$ cat config.mk
export PLATFORM = sky130hd
export DESIGN_NAME = sda_rx
export DESIGN_NICKNAME = d
export VERILOG_FILES = /design/src/rtl/sda_rx.sv
export SDC_FILE = /design/constraint.sdc
export NUM_CORES = 1
export LEC_CHECK = 0
export BUFFER_PORTS_ARGS = -buffer_cell sky130_fd_sc_hd__buf_2
export CORE_MARGIN = 2
export CORE_UTILIZATION = 30
export CTS_CLUSTER_DIAMETER = 100
export CTS_CLUSTER_SIZE = 40
export DETAILED_ROUTE_END_ITERATION = 10
export PLACE_DENSITY = 0.45
export SYNTH_ARGS = -nofsm -noshare
export SYNTH_HDL_FRONTEND = slang
export SYNTH_SLANG_ARGS = --single-unit
$ cat constraint.sdc
create_clock -name clk -period 2 [get_ports clk]
set_input_delay 0.3 -clock clk [delete_from_list [all_inputs] [get_ports clk]]
set_output_delay 0.3 -clock clk [all_outputs]
set_load 0.02 [all_outputs]
$ cat src/rtl/sda_rx.sv
// I2C slave receive front end: synchronises SCL/SDA, detects START/STOP, shifts in
// address/write bytes MSB first, and tracks ACK slots and the master ACK in read mode.
module sda_rx #(
   parameter logic [6:0] SLAVE_ADDR = 7'b1111000
) (
   input  logic       clk,
   input  logic       rst,
   input  logic       scl_in,
   input  logic       sda_in,
   output logic       start_found,
   output logic       stop_found,
   output logic [7:0] rx_data,
   output logic       byte_received,
   output logic       addr_match,
   output logic       rw_mode,
   output logic       ack_phase,
   output logic       ack_sampled,
   output logic       ack_value
);

   typedef enum logic [2:0] {
      IDLE,
      ADDR,
      ACK_SLOT,
      DATA_RX,
      TX_WAIT,
      MACK
   } state_t;

   state_t state, state_next;

   logic scl_m, scl_s, scl_p;
   logic sda_m, sda_s, sda_p;

   logic [3:0] bit_cnt;
   logic [6:0] shift;
   logic [7:0] byte_next;

   logic scl_rise, scl_fall, bus_start, bus_stop, last_bit;
   logic cnt_clr, cnt_inc, shift_en, load_rx, match, phase_set, phase_clr, sample_ack;

   // Sync flops reset to 1 so a reset on an idle bus produces no spurious edges.
   // NOTE: sequential state is always assigned with <= so every flop samples pre-edge values.
   always_ff @(posedge clk or posedge rst) begin
      if (rst) begin
         scl_m <= 1'b1;
         scl_s <= 1'b1;
         scl_p <= 1'b1;
         sda_m <= 1'b1;
         sda_s <= 1'b1;
         sda_p <= 1'b1;
      end else begin
         scl_m <= scl_in;
         scl_s <= scl_m;
         scl_p <= scl_s;
         sda_m <= sda_in;
         sda_s <= sda_m;
         sda_p <= sda_s;
      end
   end

   assign scl_rise  = scl_s & ~scl_p;
   assign scl_fall  = ~scl_s & scl_p;
   assign bus_start = scl_s & scl_p & ~sda_s & sda_p;
   assign bus_stop  = scl_s & scl_p & sda_s & ~sda_p;
   assign byte_next = {shift, sda_s};
   assign last_bit  = (bit_cnt == 4'd7);

   always_ff @(posedge clk or posedge rst) begin
      if (rst) state <= IDLE;
      else     state <= state_next;
   end

   // NOTE: every signal written here gets a default first, so no latches are inferred.
   always_comb begin
      state_next = state;
      cnt_clr    = 1'b0;
      cnt_inc    = 1'b0;
      shift_en   = 1'b0;
      load_rx    = 1'b0;
      match      = 1'b0;
      phase_set  = 1'b0;
      phase_clr  = 1'b0;
      sample_ack = 1'b0;

      if (bus_start) begin
         state_next = ADDR;
         cnt_clr    = 1'b1;
         phase_clr  = 1'b1;
      end else if (bus_stop) begin
         state_next = IDLE;
         phase_clr  = 1'b1;
      end else begin
         case (state)
            ADDR: begin
               if (scl_rise) begin
                  shift_en = 1'b1;
                  cnt_inc  = 1'b1;
                  if (last_bit) begin
                     load_rx = 1'b1;
                     if (byte_next[7:1] == SLAVE_ADDR) begin
                        match      = 1'b1;
                        state_next = ACK_SLOT;
                     end else begin
                        state_next = IDLE;
                     end
                  end
               end
            end
            DATA_RX: begin
               if (scl_rise) begin
                  shift_en = 1'b1;
                  cnt_inc  = 1'b1;
                  if (last_bit) begin
                     load_rx    = 1'b1;
                     state_next = ACK_SLOT;
                  end
               end
            end
            // ack_phase doubles as the slot sub-state: first fall opens it, second closes it.
            ACK_SLOT: begin
               if (scl_fall) begin
                  if (!ack_phase) begin
                     phase_set = 1'b1;
                  end else begin
                     phase_clr  = 1'b1;
                     cnt_clr    = 1'b1;
                     state_next = rw_mode ? TX_WAIT : DATA_RX;
                  end
               end
            end
            TX_WAIT: begin
               if (scl_rise) begin
                  cnt_inc = 1'b1;
                  if (last_bit) state_next = MACK;
               end
            end
            MACK: begin
               if (scl_rise && ack_phase) sample_ack = 1'b1;
               if (scl_fall) begin
                  if (!ack_phase) begin
                     phase_set = 1'b1;
                  end else begin
                     phase_clr  = 1'b1;
                     cnt_clr    = 1'b1;
                     state_next = ack_value ? TX_WAIT : IDLE;
                  end
               end
            end
            default: ;
         endcase
      end
   end

   always_ff @(posedge clk or posedge rst) begin
      if (rst) begin
         bit_cnt       <= 4'd0;
         shift         <= 7'd0;
         rx_data       <= 8'd0;
         rw_mode       <= 1'b0;
         ack_value     <= 1'b0;
         ack_phase     <= 1'b0;
         start_found   <= 1'b0;
         stop_found    <= 1'b0;
         byte_received <= 1'b0;
         addr_match    <= 1'b0;
         ack_sampled   <= 1'b0;
      end else begin
         start_found   <= bus_start;
         stop_found    <= bus_stop;
         byte_received <= load_rx;
         addr_match    <= match;
         ack_sampled   <= sample_ack;

         if (cnt_clr)      bit_cnt <= 4'd0;
         else if (cnt_inc) bit_cnt <= bit_cnt + 4'd1;

         if (shift_en)   shift     <= byte_next[6:0];
         if (load_rx)    rx_data   <= byte_next;
         if (match)      rw_mode   <= byte_next[0];
         if (sample_ack) ack_value <= ~sda_s;

         if (phase_clr)      ack_phase <= 1'b0;
         else if (phase_set) ack_phase <= 1'b1;
      end
   end

endmodule

==> insert_results.sql <==
INSERT INTO impl_metrics (metric_group, metric, value, unit) VALUES
('worst_setup_path', 'worst-path-max-fanout', '11', ''),
('final_layout', 'layout.cells.most_common', 'sky130_fd_sc_hd__dfrtp_1', ''),
('detailed_routing', 'routedWlPerCell', '13.69', 'um'),
('grt', 'first_global_vias', '999', ''),
('clock_tree', 'h-tree-depth', '2', ''),
('final_layout', 'mostFrequentLayoutCells', 'sky130_fd_sc_hd__dfrtp_1 (30), sky130_fd_sc_hd__buf_2 (19), sky130_fd_sc_hd__mux2_2 (16), sky130_fd_sc_hd__nor2_1 (8), sky130_fd_sc_hd__clkbuf_8 (7)', ''),
('floorplan', 'design.core.area', '4786', 'um2'),
('sta', 'period_share', '89.18', '%'),
('worst_setup_path', 'timing.critical_path.from_type', 'flop', ''),
('detailed_routing', 'detail-route-antenna-nets', '0', ''),
('power_and_ir_drop', 'leakagePower', '0.8584', 'nW'),
('clock_tree', 'cts-root-buf', 'sky130_fd_sc_hd__clkbuf_8', ''),
('sta', 'slew_headroom', '67.04', '%'),
('grt', 'grtUsageTotal', '12.03', '%'),
('floorplan', 'die_width', '75.07', 'um'),
('place', 'place_area', '1699', 'um2'),
('synthesis', 'synth-adder-area-share', '0.8258', '%'),
('sta', 'final_hold_violation_count', '0', ''),
('worst_setup_path', 'worstPathRequired', '2.22', 'ns'),
('floorplan', 'initial_utilization', '31.66', '%'),
('floorplan', 'full_die_area', '5636', 'um2'),
('place', 'hpwl', '1.985', 'mm'),
('place', 'numPortBuffers', '19', ''),
('final_layout', 'finish.instance_area', '1799', 'um2'),
('synthesis', 'synth_xor_area_share', '2.312', '%'),
('clock_tree', 'cts_hold_buffers', '0', ''),
('clock_tree', 'ctsResizeCount', '0', ''),
('detailed_routing', 'avgViaCountPerCell', '4.684', ''),
('place', 'dp_worst_setup_slack', '0.2401', 'ns'),
('final_layout', 'number_of_cells_in_the_finished_layout_apart_from_fillers', '212', ''),
('outcome', 'run_status', 'completed', ''),
('sta', 'fin_tns_setup', '0', 'ns'),
('sta', 'min_period', '1.784', 'ns'),
('sta', 'clock-skew-final', '0.002926', 'ns'),
('sta', 'worst-slew-pin-transition', '0.4892', 'ns'),
('final_layout', 'num-fill-cells', '476', ''),
('synthesis', 'synth.distinct_cells', '38', ''),
('power_and_ir_drop', 'power_density', '979.9', 'nW/um2'),
('final_layout', 'syn2layout_area_growth', '18.75', '%'),
('synthesis', 'edff_count_synth', '0', ''),
('clock_tree', 'post_cts_setup_buffers', '0', ''),
('clock_tree', 'clock_insertion_delay_worst_skew', '0.28', 'ns'),
('floorplan', 'die_h', '75.07', 'um'),
('final_layout', 'num-nets-final', '149', ''),
('final_layout', 'total_inserted_antenna_cells', '0', ''),
('clock_tree', 'cts-buffers-inserted', '5', ''),
('synthesis', 'synth_top_family_by_area', 'simple AND/OR/NAND/NOR gates', ''),
('sta', 'setup_viol', '0', ''),
('power_and_ir_drop', 'irDropWorstVdd', '324.7', 'uV'),
('synthesis', 'syn_avg_cell_area', '12.84', 'um2'),
('detailed_routing', 'vias', '993', ''),
('worst_setup_path', 'cp.arrival', '2.01', 'ns'),
('clock_tree', 'max-clock-path-buffers', '2', ''),
('grt', 'maximum_number_of_pins_on_one_net_before_global_route_repair', '37', ''),
('sta', 'maxClockFrequency', '0.5607', 'GHz'),
('sta', 'grt_setup_unrepaired', 'no', ''),
('synthesis', 'post_synth_and_or_nand_nor_area_fraction', '13.29', '%'),
('synthesis', 'async_set_or_reset_register_ratio_after_synthesis', '100.0', '%'),
('synthesis', 'synth-warning-count', '0', ''),
('final_layout', 'final_layout_size_suffix_gt1_share', '37.93', '%'),
('synthesis', 'synth.area.mux_share', '13.21', '%'),
('detailed_routing', 'remaining_drc_errors', '0', ''),
('synthesis', 'synth-seq-cells', '36', ''),
('grt', 'grt_remaining_overflow', '0', ''),
('worst_setup_path', 'critical_path_class', 'flop to flop', ''),
('synthesis', 'synthCells', '118', ''),
('job', 'drv.max_cap_violation_count', '0', ''),
('grt', 'initial_antenna_violation_count', '0', ''),
('detailed_routing', 'route.final.wire_length', '2.903', 'mm'),
('clock_tree', 'clkSlewWorstSetupHoldPaths', '0.07', 'ns'),
('synthesis', 'synth_top_flop_cell', 'sky130_fd_sc_hd__dfrtp_1', '');
-- synth_stat cells, drive strengths merged, types with 3 or more instances --
cell | n | area share, %
o211ai | 3 | 1.5
inv | 6 | 1.5
buf | 4 | 1.7
nor2 | 8 | 2.0
nand2 | 3 | 0.91
mux2 | 16 | 12
dfstp | 6 | 10
dfrtp | 30 | 50
a21oi | 4 | 1.3
xor2 | 3 | 1.7
nand2b | 4 | 1.7
-- logic make-up after synthesis --
family / after synthesis
adders and majority gates: 1
buffers and inverters: 10
AOI/OAI and AO/OA: 16
DFF: 36
muxes: 18
xor gates and xnor gates: 4
and+or+nand+nor: 33
-- per-stage QoR --
| stage | power (mW) | util [%] | hold WS (ns) |
|---|---|---|---|
| CTS | 1.794 | 37.59 | 0.1038 |
| floorplan | 1.139 | - | 0.3045 |
| finish | 1.763 | 37.59 | 0.1154 |
| global placement | 1.210 | 35.50 | 0.3463 |
| detailed placement | 1.221 | 35.50 | 0.3506 |
| global route | 1.869 | 37.59 | 0.1028 |
-- layout make-up --
class | instances | area, um2 | area share (%)
inverter | 6 | 22.52 | 1.252
tap | 67 | 83.83 | 4.659
timing repair buffer | 23 | 125.1 | 6.954
multi-input combinational | 72 | 559.3 | 31.08
sequential | 36 | 908.4 | 50.49
clock buffer | 8 | 100.1 | 5.563
-- registers in the layout, indices dropped and copies added (netlist names), 3 cells and up --
register,cells
bit_cnt,4
rx_data,8
shift,7
state,3
-- path summary, 6_finish.rpt --
kind                                      start                     end  slack (ns)  depth (start not counted)
max                        state[0]$_DFFE_PP0P_    state[0]$_DFFE_PP0P_        0.22                          4
min                                         rst  bit_cnt[3]$_DFFE_PP0P_        0.12                          3
max reg2reg                state[0]$_DFFE_PP0P_    state[0]$_DFFE_PP0P_        0.22                          4
min reg2reg                     sda_m$_DFF_PP1_         sda_s$_DFF_PP1_        0.36                          0
max in group asynchronous                   rst         scl_p$_DFF_PP1_        1.54                          3
min in group clk                         scl_in         scl_m$_DFF_PP1_        0.12                          1
-- report_power, final --
part           leakage, nW  internal, mW  switching, mW
Clock               0.0515         0.314          0.245
Sequential           0.466         0.852          0.112
Combinational        0.341         0.130          0.110
Total                0.858          1.30          0.467
-- worst max-delay path, cell delays in order, from the launching register on --
cell and delay, ns:
sky130_fd_sc_hd__dfrtp_1 0.49, sky130_fd_sc_hd__or3b_1 0.43, sky130_fd_sc_hd__a211o_1 0.33, sky130_fd_sc_hd__a221oi_1 0.33, sky130_fd_sc_hd__a211o_1 0.15
-- routing by layer --
metal	wire length [um]	GRT usage, %
met4	49	4.762
met3	141	4.284
met2	1350	18.62
met1	1361	15.42
met5	0	0
No activity file was read; power rests on OpenSTA's default activity.
